<file path="src/rtl/bin_to_bcd_if.sv">
// Request/result bundle of the serial binary-to-BCD converter.
// The master issues start/bin_in; the slave returns busy/done/bcd_out/overflow.
interface bin_to_bcd_if #(
  parameter int BIN_WIDTH = 8,
  parameter int DIGITS    = 3
);
  logic                  start;
  logic [BIN_WIDTH-1:0]  bin_in;
  logic                  busy;
  logic                  done;
  logic [4*DIGITS-1:0]   bcd_out;
  logic                  overflow;

  modport master (
    output start, bin_in,
    input  busy, done, bcd_out, overflow
  );

  modport slave (
    input  start, bin_in,
    output busy, done, bcd_out, overflow
  );
endinterface

</file>
<file path="src/rtl/bin_to_bcd_serial.sv">
// Serial double-dabble converter: one binary bit per clock into DIGITS packed BCD digits.
// Carries out of the top digit are collected into a sticky overflow flag.
module bin_to_bcd_serial #(
  parameter int BIN_WIDTH = 8,
  parameter int DIGITS    = 3
) (
  input  logic         clk,
  input  logic         rst_n,
  bin_to_bcd_if.slave  bus
);

  localparam int CNT_W = $clog2(BIN_WIDTH + 1);
  localparam int BCD_W = 4 * DIGITS;

  typedef enum logic [0:0] {
    IDLE  = 1'b0,
    SHIFT = 1'b1
  } state_t;

  state_t               state_r;
  logic [BIN_WIDTH-1:0] shreg_r;
  logic [BCD_W-1:0]     digits_r;
  logic [CNT_W-1:0]     cnt_r;
  logic                 ovf_acc_r;
  logic                 busy_r;
  logic                 done_r;
  logic [BCD_W-1:0]     bcd_r;
  logic                 overflow_r;

  logic [BCD_W-1:0]     adj_s;
  logic [BCD_W-1:0]     next_digits_s;
  logic [BIN_WIDTH-1:0] next_shreg_s;
  logic                 carry_s;

  function automatic logic [3:0] add3(input logic [3:0] d);
    logic [3:0] r;
    if (d >= 4'd5) begin
      r = d + 4'd3;
    end else begin
      r = d;
    end
    return r;
  endfunction

  // Per-digit +3 correction ahead of the doubling shift
  always_comb begin
    adj_s = '0;
    for (int i = 0; i < DIGITS; i++) begin
      adj_s[4*i +: 4] = add3(digits_r[4*i +: 4]);
    end
  end

  // The top digit's MSB falls off the chain; any 1 there means the value needs another digit
  always_comb begin
    carry_s       = adj_s[BCD_W-1];
    next_digits_s = {adj_s[BCD_W-2:0], shreg_r[BIN_WIDTH-1]};
    next_shreg_s  = {shreg_r[BIN_WIDTH-2:0], 1'b0};
  end

  // Control FSM with registered outputs
  always_ff @(posedge clk or negedge rst_n) begin
    if (!rst_n) begin
      state_r    <= IDLE;
      shreg_r    <= '0;
      digits_r   <= '0;
      cnt_r      <= '0;
      ovf_acc_r  <= 1'b0;
      busy_r     <= 1'b0;
      done_r     <= 1'b0;
      bcd_r      <= '0;
      overflow_r <= 1'b0;
    end else begin
      case (state_r)
        IDLE: begin
          done_r <= 1'b0;
          if (bus.start) begin
            shreg_r   <= bus.bin_in;
            digits_r  <= '0;
            cnt_r     <= CNT_W'(BIN_WIDTH);
            ovf_acc_r <= 1'b0;
            busy_r    <= 1'b1;
            state_r   <= SHIFT;
          end else begin
            state_r   <= IDLE;
          end
        end
        SHIFT: begin
          digits_r  <= next_digits_s;
          shreg_r   <= next_shreg_s;
          ovf_acc_r <= ovf_acc_r | carry_s;
          cnt_r     <= cnt_r - CNT_W'(1);
          if (cnt_r == CNT_W'(1)) begin
            bcd_r      <= next_digits_s;
            overflow_r <= ovf_acc_r | carry_s;
            done_r     <= 1'b1;
            busy_r     <= 1'b0;
            state_r    <= IDLE;
          end else begin
            done_r     <= 1'b0;
            state_r    <= SHIFT;
          end
        end
        default: begin
          state_r <= IDLE;
          busy_r  <= 1'b0;
          done_r  <= 1'b0;
        end
      endcase
    end
  end

  assign bus.busy     = busy_r;
  assign bus.done     = done_r;
  assign bus.bcd_out  = bcd_r;
  assign bus.overflow = overflow_r;

endmodule

</file>
<file path="src/flat_wrapper.sv">
// flat-port wrapper written by rule: the top's interface ports become plain ports
module bin_to_bcd_serial_flat 
#(
  parameter int BIN_WIDTH = 8,
  parameter int DIGITS    = 3
)
  (clk, rst_n, bus_start, bus_bin_in, bus_busy, bus_done, bus_bcd_out, bus_overflow);
  bin_to_bcd_if #(.BIN_WIDTH(BIN_WIDTH), .DIGITS(DIGITS)) bus_i ();
  input  logic clk;
  input  logic rst_n;
  input wire logic [$bits(bus_i.start)-1:0] bus_start;
  input wire logic [$bits(bus_i.bin_in)-1:0] bus_bin_in;
  output wire logic [$bits(bus_i.busy)-1:0] bus_busy;
  output wire logic [$bits(bus_i.done)-1:0] bus_done;
  output wire logic [$bits(bus_i.bcd_out)-1:0] bus_bcd_out;
  output wire logic [$bits(bus_i.overflow)-1:0] bus_overflow;
  assign bus_i.start = bus_start;
  assign bus_i.bin_in = bus_bin_in;
  assign bus_busy = bus_i.busy;
  assign bus_done = bus_i.done;
  assign bus_bcd_out = bus_i.bcd_out;
  assign bus_overflow = bus_i.overflow;
  bin_to_bcd_serial #(.BIN_WIDTH(BIN_WIDTH), .DIGITS(DIGITS)) u_core (.clk(clk), .rst_n(rst_n), .bus(bus_i));
endmodule
</file>
<file path="config.mk">
export PLATFORM = sky130hd
export DESIGN_NAME = bin_to_bcd_serial_flat
export DESIGN_NICKNAME = d
export VERILOG_FILES = /design/src/rtl/bin_to_bcd_if.sv /design/src/rtl/bin_to_bcd_serial.sv /design/src/flat_wrapper.sv
export SDC_FILE = /design/constraint.sdc
export NUM_CORES = 1
export LEC_CHECK = 0
export CORE_MARGIN = 1
export CORE_UTILIZATION = 60
export CTS_BUF_LIST = sky130_fd_sc_hd__clkbuf_8
export DETAILED_ROUTE_END_ITERATION = 6
export PLACE_DENSITY = 0.94
export SYNTH_ARGS = -nofsm -noshare
export SYNTH_HDL_FRONTEND = slang
export SYNTH_SLANG_ARGS = --single-unit
</file>
<file path="constraint.sdc">
create_clock -name clk -period 4.65 [get_ports clk]
set_input_delay 0.93 -clock clk [delete_from_list [all_inputs] [get_ports clk]]
set_output_delay 0.93 -clock clk [all_outputs]
set_load 0.005 [all_outputs]
</file>
==> impl_results.md <==
* Outcome: finished clean
* Slew Limit Headroom at 31.5%
* N_diodes at 0
* Flop2flop setup slack at between 2000 and 3000 ps
* Gate power share at a little over two fifths
* Worst Path Arrival at around 2700 ps
* Unrepaired setup endpoints after global routing: no
* Clk root buf: clkbuf_8
* Final setup viols at 0
* Register bit total from synthesis at between 40 and 50
* RR Endpoint: u_core.digits_r[3]$_DFFE_PN0P_
* Most area-hungry cell type in the Yosys netlist: dfrtp_1
* Port Buffers at 25
* Synth Instances at 190
* Clock Latency Late Sink at roughly 290 ps
* Final WL at around 3300 um
* Gr usage total at 22.1%
* Tcrit/Tclk final at 53.2%
* Die X at 58.4 um
* Max Cap Viol at 0
* Final ANT Viol Nets at 0
* Final Util at 74.3%
* Initial DRC count at between 70 and 80
* P_leak at 1.01 nW
* Post-synth cell types at 26
* # nets final at between 200 and 250
* Gpl congestion at 0.767
* Int Pwr at around 0.94 mW
* Multi-input logic area at about 800 um^2
* # IOs at 26
* CTS HTree Levels at 2
* Power Dens Cells at between 600 and 700 nW/um^2
* Seq pwr share at between 40% and 50%
* Synth top area cells: dfrtp_1 54%, nand2_1 7.1%, ha_1 5.2%
* Wire per inst at about 13 um
* Vias in the first global route at roughly 1300
* Vias per cell at about 5.4
* Starting density of the core at a little over three fifths
* First-pass GRT wire length at between 5000 and 6000 um
* Max Fanout on Critical Path at 24
* Post-layout min period at 2470 ps
* Layout cells sized above 1 at under 10%
* Core area at around 3000 um^2
* Syn Nets at roughly 210
* CTS buffer count at 5
* Syn Area/Cell at slightly above 10 um^2
* Worst setup EP type: flop
* Clock network power share at 14.0%
* # DRC at 0
* Sw Ratio at a little under two fifths
* WHS Path Cells at 2
* Worst path depth at 4
* Worst setup SP type: primary input
* Hold Startpoint: u_core.bus.bcd_out[11]$_DFFE_PN0P_
* Die area at approximately 3400 um^2
* Worst r2r src: u_core.state_r$_DFF_PN0_
* Antenna violations before repair at 0
* WP buf/inv at 1
* TritonCTS Sinks at approximately 40
* CTS-repair resized insts at 0
* Worst EP required at between 4000 and 5000 ps
* Delay-heaviest family, CP: buffers and inverters
* Min-Delay Path Class: flop to flop
* Clk_skew at around 4 ps
* Slowest CP cell: clkdlybuf4s50_1
* Hold-fix buffers, CTS at 0
* DR pass1 iterations at 4
* Layout area overhead at 17.7%
* Number of core rows at 20
* HPWL after DPL at 2220 um
* Worst-path clk slew at approximately 70 ps
* Critical path's largest stage delay at between 1000 and 1500 ps
* Area after DPL at ~2200 um^2
* Max Root-Sink Buffers at 2
* Max Fclk at a little over 0.4 GHz
* Via count at around 1400
* Synth top area share at 53.7%
* Crit-path cells: clkdlybuf4s50_1 -> nor2_1 -> o21bai_1 -> a22o_1
* Hold worst-path end: u_core.bus.bcd_out[11]$_DFFE_PN0P_
* Grt ovf at 0
* Crit path kind: primary input to flop
* Die Height at approximately 58 um
* CP startpoint: bus_start
* CTS tree: built
* Hold Fails Final Rpt at 0
* PnR Total Power at between 1.5 and 2 mW
* Least-Margin Pin Slew at 1020 ps
* Setup_tns at 0 ps
* Worst Reg-to-Reg Cells at 4
* Largest net degree at the start of global routing at 42
* Sw Pwr at approximately 0.57 mW
* Placed Instances at between 200 and 300
* Fillers at around 230
* Fin cells at 258
* Sequential area share after synthesis at between 50 and 60%
* Post-CTS Repair Setup Buffers at 0
* Ys Warns at 0
* VDD IR max at 0.000369 V
* Register area at between 1000 and 1500 um^2
* Pins Over Slew Limit at 0
* Post-route cell area at around 2200 um^2
* Synthesized area at between 1500 and 2000 um^2
-- logic make-up after synthesis --
logic type | Yosys count | synth area share (%)
simple gates | 55 | 13.5
compound gates | 50 | 14.8
flops | 41 | 53.7
buf+inv | 20 | 4.39
mux | 12 | 6.55
fa+ha+maj | 8 | 5.24
xor+xnor | 4 | 1.83
-- worst reg2reg max path, delay by kind of cell, from the launching register on --
family                 cells  cell delay, ps
and+or+nand+nor            2             410
buffers and inverters      1             730
AOI/OAI and AO/OA          1             100
DFF                        1             770
-- cell usage in the layout, fill, tap and decap left out, types with 2 or more instances in the layout --
cell / instances
nand2b_1: 3
o21ai_1: 8
nand2_1: 36
xnor2_1: 4
nor3b_1: 5
mux2_2: 4
clkdlybuf4s50_1: 24
o31ai_1: 2
inv_1: 12
nor2_1: 5
o21ai_0: 15
a21oi_1: 10
mux2i_1: 8
dfrtp_1: 41
ha_1: 8
a22o_1: 2
nor3_1: 3
clkbuf_8: 5
o22ai_1: 11
-- power groups by stage --
stage	Clock, mW	Sequential, mW	Combinational [mW]
2_1_floorplan	0	0.613	0.475
3_3_place_gp	0	0.646	0.627
3_5_place_dp	0	0.655	0.656
4_1_cts	0.220	0.650	0.658
5_1_grt	0.232	0.677	0.739
6_report	0.212	0.651	0.653
-- state kept, by name (all words and copies together) (netlist names) --
| register | count |
|---|---|
| u_core.bus.bcd_out | 12 |
| u_core.digits_r | 12 |
| u_core.shreg_r | 8 |
| u_core.cnt_r | 4 |
| u_core.bus.busy | 1 |
| u_core.bus.done | 1 |
| u_core.bus.overflow | 1 |
| u_core.ovf_acc_r | 1 |
| u_core.state_r | 1 |
-- through the flow --
stage | hold WS [ps] | setup slack, ps
5_1_grt | 516 | 2060
3_5_place_dp | 474 | 1860
4_1_cts | 491 | 2180
3_3_place_gp | 462 | 1900
2_1_floorplan | 452 | 2940
6_report | 484 | 2180
-- cell type report --
type | count | share of cell area, %
flip-flops and latches | 41 | 45.6
multi-input cells | 129 | 35.6
repair buffers | 25 | 10.9
clock buffers | 5 | 3.06
well taps | 44 | 2.45
inverters | 11 | 1.84
clock inverters | 3 | 0.501
-- cell usage after synthesis --
cell type  count
a21oi_1       10
a21oi_2        1
a22o_1         2
and2b_1        1
buf_2          7
clkbuf_1       2
clkinv_1       1
dfrtp_1       41
ha_1           8
inv_1          9
inv_2          1
mux2_2         4
mux2i_1        8
nand2_1       36
nand2b_1       3
nand3_1        1
nand3b_4       1
nor2_1         5
nor3_1         3
nor3b_1        5
o21ai_0       15
o21ai_1        8
o21bai_1       1
o22ai_1       11
o31ai_1        2
xnor2_1        4
-- how the worst max path moves through the flow --
stage                                      end  slack [ps]
4_1_cts            u_core.cnt_r[2]$_DFFE_PN0P_        2180
3_5_place_dp       u_core.cnt_r[2]$_DFFE_PN0P_        1860
2_1_floorplan  u_core.digits_r[10]$_DFFE_PN0P_        2940
6_report           u_core.cnt_r[2]$_DFFE_PN0P_        2180
3_3_place_gp       u_core.cnt_r[2]$_DFFE_PN0P_        1900
5_1_grt            u_core.cnt_r[2]$_DFFE_PN0P_        2060
-- per-layer routing --
layer,routed length [um],global-route usage [%],vias up,part of all wire (%)
met5,0,0,-,0
met2,1590,37.3,36,49
met4,53,7.82,0,1.6
met1,1480,27.6,656,46
li1,-,-,698,-
met3,129,5.93,6,4.0
No activity file was read; power rests on OpenSTA's default activity.
